### src/rtl/reg_file.sv
// reg_file: 2**ADDR_W x DATA_W register file; clk/reset (sync, active-high), one write port (LdReg/WtAdrs/WtData), two async read ports (RdAdrsA->RdDataA, RdAdrsB->RdDataB), no write-through
module reg_file #(
  parameter int DATA_W = 8,
  parameter int ADDR_W = 3
) (
  input  logic              clk,
  input  logic              reset,
  input  logic              LdReg,
  input  logic [ADDR_W-1:0] WtAdrs,
  input  logic [DATA_W-1:0] WtData,
  input  logic [ADDR_W-1:0] RdAdrsA,
  input  logic [ADDR_W-1:0] RdAdrsB,
  output logic [DATA_W-1:0] RdDataA,
  output logic [DATA_W-1:0] RdDataB
);
  logic [DATA_W-1:0] regs [2**ADDR_W];
  always_ff @(posedge clk)
    if (reset) regs <= '{default: '0};
    else if (LdReg) regs[WtAdrs] <= WtData;
  assign RdDataA = regs[RdAdrsA];
  assign RdDataB = regs[RdAdrsB];
endmodule

### config.mk
export PLATFORM = sky130hd
export DESIGN_NAME = reg_file
export DESIGN_NICKNAME = d
export VERILOG_FILES = /design/src/rtl/reg_file.sv
export SDC_FILE = /design/constraint.sdc
export NUM_CORES = 1
export LEC_CHECK = 0
export CORE_MARGIN = 4
export CORE_UTILIZATION = 57
export DETAILED_ROUTE_END_ITERATION = 10
export GPL_ROUTABILITY_DRIVEN = 0
export PLACE_DENSITY = 0.89
export RECOVER_POWER = 25
export REMOVE_ABC_BUFFERS = 1
export SETUP_SLACK_MARGIN = 0.15
export SYNTH_ARGS = -nofsm -noshare
export SYNTH_HDL_FRONTEND = slang
export SYNTH_SLANG_ARGS = --single-unit
export TNS_END_PERCENT = 30
### constraint.sdc
create_clock -name clk -period 2.9 [get_ports clk]
set_clock_uncertainty 0.15 [all_clocks]
set_input_delay 0.87 -clock clk [delete_from_list [all_inputs] [get_ports clk]]
set_output_delay 0.87 -clock clk [all_outputs]
set_load 0.005 [all_outputs]
# [Word level (Yosys, flattened, before mapping)]
# Index checks and enable logic that the tools add are counted.
[totals] input_bits=20 ff_bits=64 output_inout_bits=16
[op_classes] mux=9 n_bitwise=3 magnitude_cmp=4 reduce_logical=1
[op_table] cell="bitwise mux 64 bit" n=1
[op_table] cell="binary-select mux 8 bit (select 3 bit)" n=2
[op_table] cell="2-to-1 mux 8 bit" n=5
[op_table] cell="demux 8 bit (select 3 bit)" n=1
[op_table] cell=">= comparator 4 bit, second input constant" n=3
[op_table] cell="inverter 3 -> 4 bit" n=3
[op_table] cell="< comparator 4 x 1 -> 1 bit, second input constant" n=1
[op_table] cell="logical AND 1 bit" n=1

# [Longest topological paths before layout]
[depth] depth_word=6 depth_mapped=5

# [Worst setup path before layout]
# OpenSTA, ideal clock, no wires.
[synth_path] path_kind="input port to output port" from="input port RdAdrsA[0]" to="output port RdDataA[6]" setup_slack_ps=18 stages=4 t_arrival_ps=1862 required_time_ps=1880 path_cell_list="buf_6 buf_8 mux4_2 mux2_2"
[synth_via] elab_chain_len=4
[synth_lines] item="from (decl)" line_no="11" rtl="input logic [ADDR_W-1:0] RdAdrsA,"
[synth_lines] item="inverter 3 -> 4 bit (not written as such)" line_no="20" rtl="assign RdDataA = regs[RdAdrsA];"
[synth_lines] item="binary-select mux 8 bit (select 3 bit)" line_no="20"
[synth_lines] item="2-to-1 mux 8 bit (not written as such) (2 in a row)" line_no="20"
[synth_lines] item="to (decl)" line_no="13" rtl="output logic [DATA_W-1:0] RdDataA,"
# No other way between the ends. The select of a mux whose other input is x is not followed.

# [Final worst setup path]
[layout_path] from="input port RdAdrsA[2]" to="output port RdDataA[7]"
# Same word-level chain as after synthesis.

==> results.md <==
- Result of the run: finished with violations
- Violations in the final reports: negative setup slack
- Endpoints failing hold: 0
- Worst Tran Pin Value: roughly 0.8 ns
- Data required time at the worst endpoint: 1.88 ns
- Post-Syn Area: 3480 um2
- Final std cells w/o fill: 475
- Number of global-route vias before repair: 3,194
- Cell count of the worst hold path: 2
- Most frequent cells after synthesis: 80 x sky130_fd_sc_hd__nand2_1, 64 x sky130_fd_sc_hd__dfxtp_1, 40 x sky130_fd_sc_hd__a21oi_1
- Main combinational cell family by area after synthesis: multiplexers
- Signal arrival time at the worst endpoint: 2.14 ns
- # DRC: 0
- Diodes inserted: 0
- Die Width: 86.1 um
- Post-route clock period utilization: 109%
- Initial Utilization: 58.7%
- Number of sinks driven by the clock tree: 64
- Setup TNS: -3.13 ns
- R2R setup slack: roughly 2.0 ns
- Final min period: 3.16 ns
- Worst Hold Path EP: regs[1]
- Met3 routed wirelength: 1350 um
- Worst-skew pair later-pin latency: 0.36 ns
- FILL cells: between 300 and 400
- Asr flop ratio synth: 0%
- CTS clock-pin slew for the worst setup and hold paths: ~0.070 ns
- Sequential-to-total area share from yosys stat: between 30% and 40%
- Flip-flop count of the largest register after layout: 64
- Setup-failing EPs final: 16
- Number of levels the H-tree was split into: 3
- Core area: between 5000 and 6000 um2
- TritonCTS Buffers: 9
- Register with the most flip-flops: regs
- R2R depth: 2
- Leading area contributor after synthesis: sky130_fd_sc_hd__dfxtp_1
- Adder and majority gate portion of the synthesized area: 0%
- Pwr per Cell Area: 474 nW/um2
- Wire length of the first global-routing pass: 17,600 um
- IO buf count: 35
- Leading registers by flop count: regs (64)
- Leading cell types by total area after synthesis: sky130_fd_sc_hd__dfxtp_1 37%, sky130_fd_sc_hd__mux4_1 18%, sky130_fd_sc_hd__nand2_1 8.6%
- Area share of the largest cell type after synthesis: 36.8%
- Prevailing post-synth register cell: sky130_fd_sc_hd__dfxtp_1
- Reg-to-reg critical path endpoint: regs[4]
- Global route overflow: 0
- Via Count: 3,141
- Cell count after synthesis: 330
- Row cnt: 28
- Overall routed net length: 11,500 um
- TritonCTS clock tree: done
- Number of iterations in the first detailed-routing pass: 5
- Number of storage elements in the synthesis netlist: 64
- Iter 0 DRT Violations: ~470
- Critical path launch point type: input port
- Count of nets left with antenna violations after detail routing: 0
- Layout cell share with drive strength beyond 1: around 34%
- Kind of end point of the critical path: output port
- Maximum number of pins on one net before global-route repair: 41
- Number of maximum-capacitance constraint violations: 0
- Height of the chip: 86.1 um
- Setup ws final: -0.261 ns
- Largest voltage drop on the vdd net: approximately 0.00045 V
- Area growth from synthesis to layout: 31.3%
- Worst max-slew margin expressed relative to the limit: between 40% and 50%
- Top layer used by detailed routing: met4
- Largest driver fanout on the critical path: 5
- Overall Global Routing Usage: 32.3%
- HPWL after DPL: roughly 6000 um
- Number of different library cells in the post-synthesis netlist: 23
- Synth Area in Compound Gates: 5.76%
- Static Leak: about 1.7 nW
- Maximum clock insertion buffer count: 2
- Maximum clock frequency: 316 MHz
- Antenna violations before repair: 0
- Synth Warn #: 0
- Syn Area/Cell: roughly 11 um2
- I/O pin total: 36
- Average vias per placed instance: about 6.6
- Library cell with the highest instance count after synthesis: sky130_fd_sc_hd__nand2_1
- Amount of wire on met2 after detailed routing: 5580 um
- Min-Delay Startpoint: regs[1]
- WL/cell: 24.1 um
- Area enclosed by the die boundary: 7420 um2
- Pins Over Slew Limit: 0
- Category of the most critical setup path: input port to output port
- Startpoint of the worst-slack reg-to-reg timing path: regs[4]
- Multiplexer fraction of the synthesized cell area: 35.8%
- Simple-gate share of the synthesized area: 15.2%
- Met1 layer wirelength in the final routing: 3960 um
- EDFF count, synth: 0
- Dpl cells: 432
- Root buf cell: sky130_fd_sc_hd__clkbuf_8
- Placement-stage worst setup slack: -0.983 ns
- Setup repair after global routing missed its margin: true
- Path category of the worst min-delay check: register to register
- Final-stage net count: 415
- Post-synthesis share of cell area spent on xor and xnor gates: 0%
[per-layer routing]
| layer | track usage, % | vias to the layer above |
|---|---|---|
| li1 | - | 1305 |
| met1 | 38.5 | 1527 |
| met2 | 51.9 | 252 |
| met3 | 9.32 | 57 |
| met4 | 18.8 | 0 |
| met5 | 0 | - |
[cells by family (layout without fill, tap and decap cells)]
| family | count (synthesis) | after routing |
|---|---|---|
| muxes | 72 | 72 |
| AOI/OAI and AO/OA | 40 | 40 |
| buffers and inverters | 37 | 107 |
| and+or+nand+nor | 117 | 117 |
| DFF | 64 | 64 |
[worst max-delay path, cell delays in order]
cell	delay, ns
sky130_fd_sc_hd__buf_12	0.10
sky130_fd_sc_hd__buf_12	0.13
sky130_fd_sc_hd__buf_6	0.12
sky130_fd_sc_hd__buf_6	0.11
sky130_fd_sc_hd__buf_6	0.12
sky130_fd_sc_hd__mux4_2	0.29
sky130_fd_sc_hd__mux2_4	0.28
sky130_fd_sc_hd__buf_6	0.11
[cell usage in the layout, fill, tap and decap left out, types with 4 or more instances in the layout]
cell | netlist | routed
sky130_fd_sc_hd__mux2_4 | 4 | 16
sky130_fd_sc_hd__mux4_2 | 8 | 29
sky130_fd_sc_hd__buf_12 | 0 | 12
sky130_fd_sc_hd__a21oi_1 | 40 | 40
sky130_fd_sc_hd__nand2_1 | 80 | 80
sky130_fd_sc_hd__nor2_1 | 24 | 24
sky130_fd_sc_hd__mux2i_1 | 24 | 24
sky130_fd_sc_hd__buf_16 | 0 | 4
sky130_fd_sc_hd__clkdlybuf4s50_1 | 0 | 12
sky130_fd_sc_hd__clkbuf_1 | 21 | 5
sky130_fd_sc_hd__dfxtp_1 | 64 | 64
sky130_fd_sc_hd__buf_6 | 6 | 23
sky130_fd_sc_hd__clkbuf_8 | 0 | 9
sky130_fd_sc_hd__buf_4 | 3 | 29
[report_power, final]
group | leakage [nW] | switching (mW) | internal, mW
clock network | 0.116 | 0.369 | 0.568
registers | 0.518 | 0.0168 | 0.897
logic | 1.11 | 0.140 | 0.176
[repair_timing]
| item | 4_1_cts | 5_1_grt |
|---|---|---|
| hold buffers | 0 | 0 |
| pin swaps | 0 | 0 |
| gates cloned | 4 | 0 |
| setup buffers | 22 | 1 |
| gates resized for setup | 152 | 7 |
| endpoints found under the setup margin | 16 | 16 |
| hold endpoints to repair | 0 | 0 |
[worst max path at each step]
stage	slack, ns	end	start
floorplan	0.22	regs[24]	LdReg
global placement	-0.96	RdDataB[6]	RdAdrsB[0]
detailed placement	-0.98	RdDataA[4]	RdAdrsA[2]
CTS	-0.24	RdDataA[7]	RdAdrsA[2]
global route	-0.29	RdDataA[7]	RdAdrsA[2]
finish	-0.26	RdDataA[7]	RdAdrsA[2]
[cell type report]
class / instances / area, um2 / share of cell area [%]
clock inverters: 6 / 108 / 2.36
repair buffers: 91 / 1020 / 22.3
multi-input cells: 229 / 1940 / 42.4
clock buffers: 10 / 128 / 2.79
flip-flops and latches: 64 / 1280 / 28.0
well taps: 75 / 93.8 / 2.05
[stage by stage]
step / util (%) / cell area [um2] / hold slack, ns / power, mW
after global routing: 77.2 / 4570 / 0.356 / 2.22
final: 77.2 / 4570 / 0.328 / 2.17
after floorplan: - / 3260 / 0.284 / 1.01
after global placement: 67.6 / 4000 / 0.298 / 1.15
after CTS: 77.4 / 4580 / 0.323 / 2.15
after detailed placement: 67.6 / 4000 / 0.310 / 1.16
(Power assumes the default switching activity.)
